==> config.mk <==
export PLATFORM = sky130hd
export DESIGN_NAME = irq_pend_ctrl
export DESIGN_NICKNAME = d
export VERILOG_FILES = /design/src/rtl/irq_pend_ctrl.sv
export SDC_FILE = /design/constraint.sdc
export NUM_CORES = 1
export LEC_CHECK = 0
export CORE_MARGIN = 2
export CORE_UTILIZATION = 55
export CTS_CLUSTER_SIZE = 24
export DETAILED_ROUTE_END_ITERATION = 8
export DONT_BUFFER_PORTS = 1
export PLACE_DENSITY_LB_ADDON = 0.3
export SYNTH_ARGS = -nofsm -noshare
export SYNTH_HDL_FRONTEND = slang
export SYNTH_SLANG_ARGS = --single-unit
==> constraint.sdc <==
create_clock -name clk -period 3.78 [get_ports clk]
set_input_delay 0.756 -clock clk [delete_from_list [all_inputs] [get_ports clk]]
set_output_delay 0.756 -clock clk [all_outputs]
set_load 0.005 [all_outputs]
==> src/rtl/irq_pend_ctrl.sv <==
// irq_pend_ctrl
//   Interrupt pending/arbitration stage in front of the 8-to-3 priority
//   encoder. The eight raw request lines are synchronized. They are captured
//   into a sticky pending register and gated by a writable mask. The
//   highest-priority unmasked pending index (bit 7 highest) is offered on a
//   valid/ready handshake. The pending bit clears when the offer is accepted.
//
// Build option:
//   IRQ_EDGE_EN  defined   -> edge-triggered capture with lost-request counter
//                undefined -> level-triggered capture, lost_cnt tied to 0
//
// Ports:
//   clk        in   1  clock, rising edge
//   rst_n      in   1  asynchronous active-low reset
//   irq_in     in   8  raw asynchronous request lines
//   mask_wr    in   1  load mask_din into the mask register
//   mask_din   in   8  new mask value (1 = line enabled)
//   lost_clr   in   1  synchronous clear of lost_cnt
//   vec_ready  in   1  consumer accepts vec_id when high with vec_valid
//   mask_q     out  8  current mask register
//   pend_q     out  8  current pending register (encoder input vector)
//   vec_valid  out  1  vec_id holds a valid offer
//   vec_id     out  3  offered interrupt index
//   lost_cnt   out  8  saturating count of requests lost to a pending bit
module irq_pend_ctrl #(
  parameter logic [7:0] MASK_RESET = 8'hFF
) (
  input  logic       clk,
  input  logic       rst_n,
  input  logic [7:0] irq_in,
  input  logic       mask_wr,
  input  logic [7:0] mask_din,
  input  logic       lost_clr,
  input  logic       vec_ready,
  output logic [7:0] mask_q,
  output logic [7:0] pend_q,
  output logic       vec_valid,
  output logic [2:0] vec_id,
  output logic [7:0] lost_cnt
);

  typedef enum logic {IDLE = 1'b0, OFFER = 1'b1} state_t;

  state_t     state_q;
  logic [7:0] sync1_q;
  logic [7:0] sync2_q;
  logic [7:0] set_d;
  logic [7:0] clr_d;
  logic [7:0] pend_d;
  logic [7:0] eff_d;
  logic       accept_d;

  // Index of the highest set bit; later (higher) bits overwrite lower ones.
  function automatic logic [2:0] hi_index(input logic [7:0] v);
    logic [2:0] idx;
    idx = 3'd0;
    for (int i = 0; i < 8; i++) begin
      if (v[i]) idx = 3'(i);
    end
    return idx;
  endfunction

  // Two-flop synchronizer
  always_ff @(posedge clk or negedge rst_n) begin
    if (!rst_n) begin
      sync1_q <= 8'h00;
      sync2_q <= 8'h00;
    end else begin
      sync1_q <= irq_in;
      sync2_q <= sync1_q;
    end
  end

`ifdef IRQ_EDGE_EN
  logic [7:0] prev_q;
  logic       lost_hit_d;
  logic [7:0] lost_q;
  logic [7:0] lost_d;

  always_ff @(posedge clk or negedge rst_n) begin
    if (!rst_n) prev_q <= 8'h00;
    else        prev_q <= sync2_q;
  end

  assign set_d = sync2_q & ~prev_q;

  // A request is lost when it hits a bit that stays pending this cycle.
  // Any number of such hits in one cycle counts once.
  assign lost_hit_d = |(set_d & pend_q & ~clr_d);

  always_comb begin
    lost_d = lost_q;
    if (lost_clr)                          lost_d = 8'h00;
    else if (lost_hit_d && lost_q != 8'hFF) lost_d = lost_q + 8'd1;
  end

  always_ff @(posedge clk or negedge rst_n) begin
    if (!rst_n) lost_q <= 8'h00;
    else        lost_q <= lost_d;
  end

  assign lost_cnt = lost_q;
`else
  logic unused_lost_clr;

  assign set_d           = sync2_q;
  assign lost_cnt        = 8'h00;
  assign unused_lost_clr = lost_clr;
`endif

  assign accept_d = vec_valid & vec_ready;
  assign clr_d    = accept_d ? (8'b1 << vec_id) : 8'h00;
  // Set is OR-ed in after the clear so a simultaneous set wins.
  assign pend_d   = (pend_q & ~clr_d) | set_d;
  assign eff_d    = pend_q & mask_q;

  // Pending and mask registers
  always_ff @(posedge clk or negedge rst_n) begin
    if (!rst_n) begin
      pend_q <= 8'h00;
      mask_q <= MASK_RESET;
    end else begin
      pend_q <= pend_d;
      if (mask_wr) mask_q <= mask_din;
    end
  end

  // Offer FSM: the offer is frozen in OFFER, so neither new higher-priority
  // requests nor mask writes can preempt it.
  always_ff @(posedge clk or negedge rst_n) begin
    if (!rst_n) begin
      state_q   <= IDLE;
      vec_valid <= 1'b0;
      vec_id    <= 3'd0;
    end else begin
      case (state_q)
        IDLE: begin
          if (eff_d != 8'h00) begin
            vec_id    <= hi_index(eff_d);
            vec_valid <= 1'b1;
            state_q   <= OFFER;
          end
        end
        OFFER: begin
          if (vec_ready) begin
            vec_valid <= 1'b0;
            state_q   <= IDLE;
          end
        end
      endcase
    end
  end

endmodule

* After elaboration in Yosys (flattened, before gate mapping)
Index checks and enable logic that the tools add are counted.
** Word-level totals
- Flip-flop bits (word level) :: 37
- Bits of input ports :: 21
- Word-level logic and storage cells :: 33
** Operators by class
- Equality and inequality tests :: 2
- Shift-type cells :: 1
- Multiplexer cells :: 14
- Bitwise logic cells :: 6
- Reduce and logical (&&, ||, !) cells :: 3
** Operator list (number)
- two-way mux 3 bit :: 6
- AND 8 bit :: 2
- two-way mux 8 bit :: 1
- NOT 8 bit :: 1
- bitwise OR 8 bit :: 1
- nonzero test 8 bit :: 1
- left shift 1 x 3 -> 8 bit, first input constant :: 1
- two-way mux 1 bit :: 5
- != test 2 bit, second input constant :: 2
- one-hot mux 1 bit (2 select lines) :: 2
- AND reduction 2 bit :: 2
- AND 1 bit :: 1
- NOT 1 bit :: 1

* Depth between registers and ports, before layout
- Depth after elaboration :: 8
- Gate-level depth with buffers :: 4
- Gate-level depth less buffers :: 4

* Least setup slack after synthesis
Ideal clock, no wire load.
- Kind :: flip-flop to flip-flop
- Start :: reg mask_q[7]
- End :: reg vec_id[1]
- Arrival :: 1.230 ns
- Data required time :: 3.655 ns
- Setup slack :: 2.425 ns
- Stages on the path, launching flop included :: 4
- Buffers on the path :: 0
- Path through :: dfstp_2 > a22oi_2 > a41oi_4 > mux2_4
** On the way
- Word-level cells in the longest chain between the ends :: 3
- Elaborated cells on any way between the ends :: 4
- Those cells by class :: mux: 1; bitwise: 1; reduce/logical: 2
** Ends and longest elaborated chain
- start, declared :: line 35 : output logic [7:0] mask_q,
- start signal, assigned :: line 124 : if (mask_wr) mask_q <= mask_din;
- AND 8 bit * :: line 115 : assign eff_d = pend_q & mask_q;
- nonzero test 8 bit :: line 138 : if (eff_d != 8'h00) begin
- AND reduction 2 bit (no line)
- end signal, assigned :: line 139 : vec_id <= hi_index(eff_d);
- end, declared :: line 38 : output logic [2:0] vec_id,
Every way passes the cells marked *; elsewhere a longest branch is shown, timed or not.
A chain may end at the register's enable or synchronous reset.

* Final worst setup path
- Start :: reg mask_q[1]
- End :: out mask_q[1]
No word-level cell between the ends.

==> impl_metrics.csv <==
group,metric,value,unit
outcome,status,"finished, final reports clean",
global_route,via_count_of_the_first_global_routing_pass,676,
timing,timing.final.hold_violations,0,
floorplanning,top_level_ports,49,
yosys,syn-cell-area,1420,um^2
yosys,synth_top_family_by_area,"compound AO/OA/AOI/OAI gates",
critical_path,worst_ep_required_time,3020,ps
timing,post-route-min-period,1680,ps
timing,fmax,594,MHz
place,rd_place_congestion,0.715,
timing,setup_violations,0,
clock_tree,cts_buffers,5,
critical_path,critPathMaxFanout,4,
power,net-switching-power,249,uW
power,netSwitchingFraction,29.3,%
timing,hold-worst-slack,109,ps
floorplanning,dieArea,3010,um^2
finish,area.growth.synth_to_final,3.34,%
drt,avgViaCountPerCell,5.46,
power,cellPowerDensity,577,nW/um^2
clock_tree,clock-sinks,37,
global_route,global_route.overflow_total,0,
drt,ant_nets,0,
global_route,antenna_found_initial,0,
yosys,netlist-cell-type-count,24,
power,vdd.ir_drop.worst,0.357,mV
timing,layout_worst_path_cycle_share,44.6,%
yosys,post_synth.cell_area_avg,14.4,um^2
clock_tree,worst_skew_pair.late_latency,320,ps
power,power.total,849,uW
clock_tree,root_buffer,"clkbuf_4",
global_route,pin_count_of_the_biggest_net_entering_global_routing,38,
drt,wirelength,2.19,mm
clock_tree,cts_post_setup_buffers_inserted,0,
clock_tree,cts_hold_repair.buffers,0,
drt,via_count,737,
yosys,post_synth_xor_xnor_area,0,%
flow_run,maxCapViolations,0,
place,buffer_ports.inserted,0,
power,pwr-share-clk,22.1,%
yosys,synth_warnings,0,
clock_tree,clk_transition_reported_paths,110,ps
drt,dr.first_iter.drc_count,7,
yosys,synthCells,99,
yosys,yosysTopAreaCell,"dfrtp_1",
drt,detail_route.drc_violations,0,
critical_path,criticalPathCategory,"reg2out",
yosys,synth_adder_area_share,0,%
timing,final.setup_skew,12.7,ps
power,power.static_leakage,0.592,nW
yosys,synth-seq-cells,37,
critical_path,arrival_time_worst_endpoint,930,ps
hold_path,hp-class,"in2async",
global_route,grt_usage,16.7,%
drt,drtPass1Iterations,4,
yosys,synth-simple-area-share,7.21,%
power,p_comb_share,15.3,%
finish,layout.cells.most_common_list,"29 x dfrtp_1, 10 x nand2b_1, 8 x mux2_2, 8 x conb_1, 8 x dfstp_2",
floorplanning,rows,18,
clock_tree,cts.repair.resized,0,
yosys,synth_seq_area_share,65.7,%
finish,antenna-diode-count,0,
clock_tree,cts_tree,"done",
yosys,ys_top_cells_by_area,"dfrtp_1 51%, dfstp_2 15%, mux2_2 6.3%, nand2b_1 4.4%, buf_4 4.2%",
drt,routed_wire_length_per_instance,16.2,um
power,internal_power,600,uW
place,dpl.hpwl,1.59,mm
floorplanning,chipWidth,54.9,um
yosys,yosys.area.top_type_share,51.0,%
timing,fin_tns_setup,0,ps
timing,slew_viol_final,0,
clock_tree,htreeDepth,2,
clock_tree,ctsLongestPathBuffers,2,
floorplanning,placeableCoreArea,2450,um^2
finish,finalCoreUtilization,59.9,%
finish,final_net_count,125,
yosys,synth_compound_area_share,14.3,%
yosys,post_synth_mux_area_share,7.38,%
floorplanning,initial_core_util,58.0,%
power,seq_power_share,62.5,%
timing,rsz0062_at_grt,"false",
critical_path,setup.worst_path.end_class,"output pin",
global_route,grt_first_pass_wirelength,3.24,mm
finish,fraction_of_layout_cells_with_a_size_suffix_above_1,26.7,%
finish,most_common_cell_after_layout_fill_and_taps_aside,"dfrtp_1",
critical_path,worst_setup_path_start_kind,"register",
floorplanning,dieHeight,54.9,um
-- worst paths after layout --
check                                      startpoint               endpoint  slack (ps)  cells past startpoint
worst max-delay path            mask_q[1]$_DFFE_PN1P_              mask_q[1]        2100                      0
worst min-delay path                            rst_n    pend_q[3]$_DFF_PN0_         110                      0
worst max register to register  mask_q[7]$_DFFE_PN1P_  vec_id[1]$_DFFE_PN0P_        2320                      3
worst min register to register   sync1_q[3]$_DFF_PN0_     set_d[3]$_DFF_PN0_         350                      0
max in group asynchronous                       rst_n  mask_q[6]$_DFFE_PN1P_        3490                      0
min in group clk                 sync1_q[3]$_DFF_PN0_     set_d[3]$_DFF_PN0_         350                      0
-- per-layer routing --
| metal | share of wire, % | GRT usage [%] | up-vias |
|---|---|---|---|
| met2 | 52 | 25.8 | 23 |
| met1 | 41 | 19.3 | 372 |
| met4 | 0.46 | 7.50 | 0 |
| met5 | 0 | 0 | - |
| li1 | - | - | 340 |
| met3 | 5.9 | 8.47 | 2 |
-- layout make-up --
| cell class | instances | area, um^2 |
|---|---|---|
| multi-input cells | 58 | 442 |
| fillers | 205 | 983 |
| well taps | 30 | 37.5 |
| flip-flops and latches | 37 | 936 |
| clock buffers | 8 | 48.8 |
| inverters | 2 | 7.51 |
-- through the flow --
step                      instance area [um^2]  cells  setup slack, ps
final                                     1470    135             2100
after detailed placement                  1420    127             2340
after global routing                      1470    135             2040
after floorplan                           1450    106             2420
after global placement                    1420    127             2360
after CTS                                 1470    135             2080
-- registers in the layout, summed over array words and instances (netlist names) --
name,flops
mask_q,8
vec_valid,1
set_d,8
sync1_q,8
pend_q,8
state_q,1
vec_id,3
-- synthesized netlist by cell type --
master,count
buf_4,8
a21o_1,2
o31ai_1,2
inv_1,2
a21oi_1,2
a22oi_2,2
nand2_1,4
nor2_1,2
mux2_2,8
dfstp_2,8
nand3_1,2
buf_2,1
nand3b_1,1
a32oi_1,1
mux2_4,1
dfrtp_1,29
a22oi_4,2
a21o_2,1
a32o_1,1
conb_1,1
a31oi_1,1
nand2b_1,10
a41oi_4,1
o21ai_0,7
-- power groups by stage --
| stage | registers, mW | clock network [mW] | logic (mW) |
|---|---|---|---|
| after CTS | 0.531 | 0.196 | 0.132 |
| after floorplan | 0.516 | 0 | 0.120 |
| after global placement | 0.534 | 0 | 0.126 |
| after global routing | 0.541 | 0.212 | 0.147 |
| final | 0.531 | 0.188 | 0.130 |
| after detailed placement | 0.539 | 0 | 0.132 |
-- kinds of logic (layout without fill, tap and decap cells) --
logic type	count (synthesis)	after routing
buffers and inverters	11	10
DFF	37	37
AOI/OAI and AO/OA	22	22
and+or+nand+nor	19	19
other	1	8
muxes	9	9
Power figures use the tool's default switching activity.
